## src/rtl/bwt_occ_req_tracker.sv

```systemverilog
// bwt_occ_req_tracker: round-robin arbiter and tag table between NUM_CH BWT-extend pipelines
// and one occurrence-table DRAM port, routing out-of-order tagged responses back to their channel.
module bwt_occ_req_tracker #(
   parameter int NUM_CH  = 4,
   parameter int MAX_OUT = 16,
   parameter int TAG_W   = 4,
   parameter int ADDR_W  = 32,
   parameter int RESP_W  = 768
) (
   input  logic                     Clk_32UI,
   input  logic                     reset_BWT_extend,
   input  logic [NUM_CH-1:0]        req_valid,
   input  logic [NUM_CH*ADDR_W-1:0] req_addr_k,
   input  logic [NUM_CH*ADDR_W-1:0] req_addr_l,
   output logic [NUM_CH-1:0]        req_ready,
   output logic                     DRAM_valid,
   output logic [ADDR_W-1:0]        addr_k,
   output logic [ADDR_W-1:0]        addr_l,
   output logic [TAG_W-1:0]         DRAM_tag,
   input  logic                     DRAM_ready,
   input  logic                     DRAM_get,
   input  logic [TAG_W-1:0]         DRAM_get_tag,
   input  logic [RESP_W-1:0]        DRAM_resp,
   output logic [NUM_CH-1:0]        resp_valid,
   output logic [RESP_W-1:0]        resp_data,
   output logic [TAG_W:0]           outstanding,
   output logic                     resp_err
);
   localparam int CH_W = NUM_CH > 1 ? $clog2(NUM_CH) : 1;

   logic [MAX_OUT-1:0] busy;
   logic [CH_W-1:0]    owner [MAX_OUT];
   logic [CH_W-1:0]    rr_ptr, grant, cand;
   logic [CH_W:0]      sum;
   logic [TAG_W-1:0]   free_tag;
   logic               found, accept, get_hit, get_miss;

   // first requester at or after the round-robin pointer, wrapping
   always_comb begin
      grant = '0;
      found = 1'b0;
      sum   = '0;
      cand  = '0;
      for (int i = 0; i < NUM_CH; i++) begin
         sum  = {1'b0, rr_ptr} + (CH_W+1)'(i);
         cand = sum >= (CH_W+1)'(NUM_CH) ? CH_W'(sum - (CH_W+1)'(NUM_CH)) : CH_W'(sum);
         if (!found && req_valid[cand]) begin
            grant = cand;
            found = 1'b1;
         end
      end
   end

   always_comb begin
      free_tag = '0;
      for (int t = MAX_OUT - 1; t >= 0; t--)
         if (!busy[t]) free_tag = TAG_W'(t);
   end

   assign accept    = !reset_BWT_extend && (!DRAM_valid || DRAM_ready) && !(&busy) && found;
   assign req_ready = accept ? NUM_CH'(1) << grant : '0;
   assign get_hit   = DRAM_get && busy[DRAM_get_tag];
   assign get_miss  = DRAM_get && !busy[DRAM_get_tag];

   always_ff @(posedge Clk_32UI or posedge reset_BWT_extend) begin
      if (reset_BWT_extend) begin
         DRAM_valid  <= 1'b0;
         addr_k      <= '0;
         addr_l      <= '0;
         DRAM_tag    <= '0;
         resp_valid  <= '0;
         resp_data   <= '0;
         outstanding <= '0;
         resp_err    <= 1'b0;
         busy        <= '0;
         rr_ptr      <= '0;
         for (int t = 0; t < MAX_OUT; t++) owner[t] <= '0;
      end else begin
         if (accept) begin
            DRAM_valid <= 1'b1;
            addr_k     <= req_addr_k[grant*ADDR_W +: ADDR_W];
            addr_l     <= req_addr_l[grant*ADDR_W +: ADDR_W];
            DRAM_tag   <= free_tag;
            rr_ptr     <= grant == CH_W'(NUM_CH - 1) ? '0 : grant + 1'b1;
         end else if (!DRAM_valid || DRAM_ready) begin
            DRAM_valid <= 1'b0;
         end
         // allocated tag was idle pre-edge and the returning tag was busy, so they never collide
         if (get_hit) busy[DRAM_get_tag] <= 1'b0;
         if (accept) begin
            busy[free_tag]  <= 1'b1;
            owner[free_tag] <= grant;
         end
         resp_valid <= get_hit ? NUM_CH'(1) << owner[DRAM_get_tag] : '0;
         if (get_hit) resp_data <= DRAM_resp;
         if (get_miss) resp_err <= 1'b1;
         outstanding <= outstanding + (TAG_W+1)'(accept) - (TAG_W+1)'(get_hit);
      end
   end
endmodule

```

## config.mk

```make
export PLATFORM = sky130hd
export DESIGN_NAME = bwt_occ_req_tracker
export DESIGN_NICKNAME = d
export VERILOG_FILES = /design/src/rtl/bwt_occ_req_tracker.sv
export SDC_FILE = /design/constraint.sdc
export NUM_CORES = 2
export LEC_CHECK = 0
export CORE_AREA = 5 5 734 736
export DETAILED_ROUTE_END_ITERATION = 7
export DIE_AREA = 0 0 739 741
export PLACE_DENSITY_LB_ADDON = 0.1
export SLEW_MARGIN = 20
export SYNTH_ARGS = -nofsm -noshare
export SYNTH_HDL_FRONTEND = slang
export SYNTH_SLANG_ARGS = --single-unit
```

## constraint.sdc

```tcl
create_clock -name Clk_32UI -period 28.9 [get_ports Clk_32UI]
set_clock_uncertainty 0.15 [all_clocks]
set_input_delay 4.335 -clock Clk_32UI [delete_from_list [all_inputs] [get_ports Clk_32UI]]
set_output_delay 4.335 -clock Clk_32UI [all_outputs]
set_load 0.01 [all_outputs]
```

==> flow_summary_export.csv <==
group,metric,value,unit
status,status,"finished clean",
worst_setup_path,cp.depth,10,
worst_setup_path,end_kind,"output port",
placement,dp_slack,17.05,ns
die,die_area,0.548,mm²
logic_synthesis,synth.net_count,3337,
worst_setup_path,rr_worst_depth,9,
global_route,grt_usage,11.5,%
worst_setup_path,worstPathMaxFanout,18,
clock_tree,cts_inserted_buffers,151,
die,coreArea,0.531,mm²
pwr,vdd_ir_drop_max,0.0000412,V
clock_tree,cts_hold_buf,0,
pwr,power_density,98.5,mW/mm²
global_route,grt_max_degree,140,
die,io_pins,1887,
worst_setup_path,cp_slowest_stage_delay,0.56,ns
drt,routed_wirelength,326000,µm
sta,setup_viol_count_final,0,
min_path,hold-path-endpoint,"resp_err",
drt,drc,0,
cells_and_area,area.growth.synth_to_final,88.9,%
global_route,grt_pass1_wl,404000,µm
logic_synthesis,synth_xor_area_share,0.0962,%
clock_tree,cts_setup_buffers,0,
logic_synthesis,synth_fa_ha_area_share,0.364,%
global_route,grt_pass1_vias,31400,
logic_synthesis,synth_area,0.0364,mm²
pwr,power_leakage,25.9,nW
pwr,total_power,6.78,mW
logic_synthesis,synth_compound_gate_area_share,2.52,%
cells_and_area,final_cell_mix,"1882 x clkdlybuf4s50_1, 897 x dfrtp_1, 611 x mux2_2, 190 x mux2_4, 152 x clkbuf_16",
logic_synthesis,ys_warn_count,0,
logic_synthesis,muxShareOfSynthArea,31.2,%
sta,final.min_clock_period,11.64,ns
drt,wl_per_cell,28.6,µm
logic_synthesis,synth_seq_area_share,61.6,%
sta,period_share,40.3,%
worst_setup_path,crit_family,"buffers and inverters",
worst_setup_path,regToRegSetupSlack,22.24,ns
sta,rsz0062_at_grt,"no",
die,fp.dieW,739,µm
sta,final-hold-violation-count,0,
worst_setup_path,worst-path-buf-inv,4,
drt,drt_iter0_drc,1265,
worst_setup_path,crit_arrival,7.15,ns
drt,first_pass_iters,7,
worst_setup_path,r2r_end,"resp_data[679]",
min_path,min_from,"resp_err",
cells_and_area,fin_nets,5283,
logic_synthesis,synth_area_per_cell,15.9,µm²
cells_and_area,mostFrequentLayoutCell,"clkdlybuf4s50_1",
logic_synthesis,ys.flop_type,"dfrtp_1",
sta,tns,0,ns
clock_tree,path_clk_slew,0.06,ns
drt,vias,29200,
placement,place_congestion,0.851,
worst_setup_path,worstPathRequired,24.42,ns
logic_synthesis,synth-simple-area-share,1.91,%
logic_synthesis,synth_area_leader_cell,"dfrtp_1",
sta,clock.fmax,85.9,MHz
logic_synthesis,synth.top_cell.area_share,61.6,%
placement,io_buffers,1886,
clock_tree,cts-root-buf,"clkbuf_16",
logic_synthesis,ys_ff_latch,897,
logic_synthesis,ys_top_cells_by_area,"dfrtp_1 62%, mux2_2 19%, mux2_4 7.8%",
logic_synthesis,synth_top_family_by_area,"multiplexers",
cells_and_area,final_cells,11400,
clock_tree,htreeDepth,4,
sta,worstMarginPinSlew,1.13,ns
worst_setup_path,critPathLaunchType,"primary input",
worst_setup_path,crit_chain,"clkdlybuf4s50_1, nor2b_1, a21oi_1, nor2_1, a211o_1, inv_1, ha_1, inv_1, nor2_1, clkdlybuf4s50_1",
drt,vias_per_cell,2.56,
cells_and_area,drive_above_1_share,25.3,%
sta,fin_ws,17.26,ns
logic_synthesis,yosys.cell_types.count,46,
worst_setup_path,slowest_stage,"clkdlybuf4s50_1",
drt,drt.antenna.violating_nets,0,
clock_tree,cts_max_path_buffers,4,
clock_tree,cts_tree,"done",
global_route,antenna_found_initial,206,
placement,place_inst,11100,
logic_synthesis,netlist_instances,2291,
die,rows,268,
clock_tree,cts_resized,0,
global_route,grt_overflow_total,0,
placement,dp_hpwl,276000,µm
worst_setup_path,worstSetupPathType,"in -> out",
logic_synthesis,async_reset_ff_share,100,%
clock_tree,cts_sinks,897,
die,dieHeight,741,µm
min_path,hold_depth,1,
sta,maxSlewViolCount,0,
logic_synthesis,synth_edf_count,0,
worst_setup_path,r2r_start,"busy[0]",
die,initial_core_util,6.86,%
sta,slew_headroom,24.5,%
flow_run,maxCapViolations,0,
clock_tree,clk_latency,0.82,ns
min_path,hold_path.class,"reg -> reg",
cell type report:
| type | instances | area (µm²) |
|---|---|---|
| Inverter | 23 | 90.1 |
| Fill cell | 59800 | 462000 |
| Timing Repair Buffer | 1926 | 19200 |
| Antenna cell | 31 | 77.6 |
| Tap cell | 7020 | 8780 |
| Sequential cell | 897 | 22400 |
| Clock inverter | 49 | 668 |
| Clock buffer | 214 | 4330 |
| Multi-Input combinational cell | 1238 | 13200 |
synthesized netlist by cell type, types with 2 or more instances:
library cell  number
a21o_1             4
nor2b_1            5
o221ai_1          66
a21oi_1           10
and3_1             2
buf_2             57
nor3_1             6
o31ai_1            2
o211a_1            2
dfrtp_1          897
buf_6             22
nand4_1            3
mux4_2            15
inv_1             23
buf_1              9
clkbuf_1          44
or3_1              7
nor2_1            22
o22a_1             4
nand3_1            6
mux2i_1          129
nand2b_1           6
nand2_1           94
ha_1               9
xnor2_1            4
mux2_4           190
o21ai_0           23
mux2_2           611
nand3b_1           2
how the worst max path moves through the flow:
| stage | slack (ns) | from | to |
|---|---|---|---|
| final | 17.26 | req_valid[0] | req_ready[3] |
| after global routing | 17.14 | req_valid[0] | req_ready[3] |
| after CTS | 17.25 | req_valid[0] | req_ready[3] |
| after detailed placement | 17.05 | DRAM_get_tag[0] | resp_data[676] |
| after global placement | 17.01 | DRAM_get_tag[0] | resp_data[702] |
| after floorplan | 12.08 | reset_BWT_extend | DRAM_tag[0] |
through the flow:
stage,hold slack (ns),utilization (%),cell area (µm²)
6_report,0.305,13.0,68800
5_1_grt,0.340,12.9,68800
4_1_cts,0.315,12.9,68700
3_5_place_dp,0.303,12.0,63700
3_3_place_gp,0.319,12.0,63700
2_1_floorplan,0.309,-,36400
registers in the layout, summed over array words and instances (netlist names):
name	count
resp_err	1
DRAM_valid	1
resp_valid	4
DRAM_tag	4
addr_l	32
rr_ptr	2
resp_data	768
addr_k	32
busy	16
outstanding	5
owner	32
where the power goes:
part / switching [mW] / internal [mW]
clock: 0.776 / 1.13
combinational: 1.35 / 1.40
sequential: 0.394 / 1.73
layer usage:
metal,vias to the layer above,wire [µm],global-route usage [%]
li1,12200,-,-
met1,14700,138000,14.2
met2,1656,140000,17.4
met3,442,40200,6.27
met4,114,7130,2.40
met5,-,733,0
cell families (layout without fill, tap and decap cells):
kind of cell | after synthesis | in the layout
muxes | 946 | 946
xor gates and xnor gates | 4 | 4
buffers and inverters | 156 | 2212
other | 0 | 31
and+or+nand+nor | 158 | 158
AOI/OAI and AO/OA | 120 | 120
DFF | 897 | 897
adders and majority gates | 10 | 10
(Power assumes the default switching activity.)
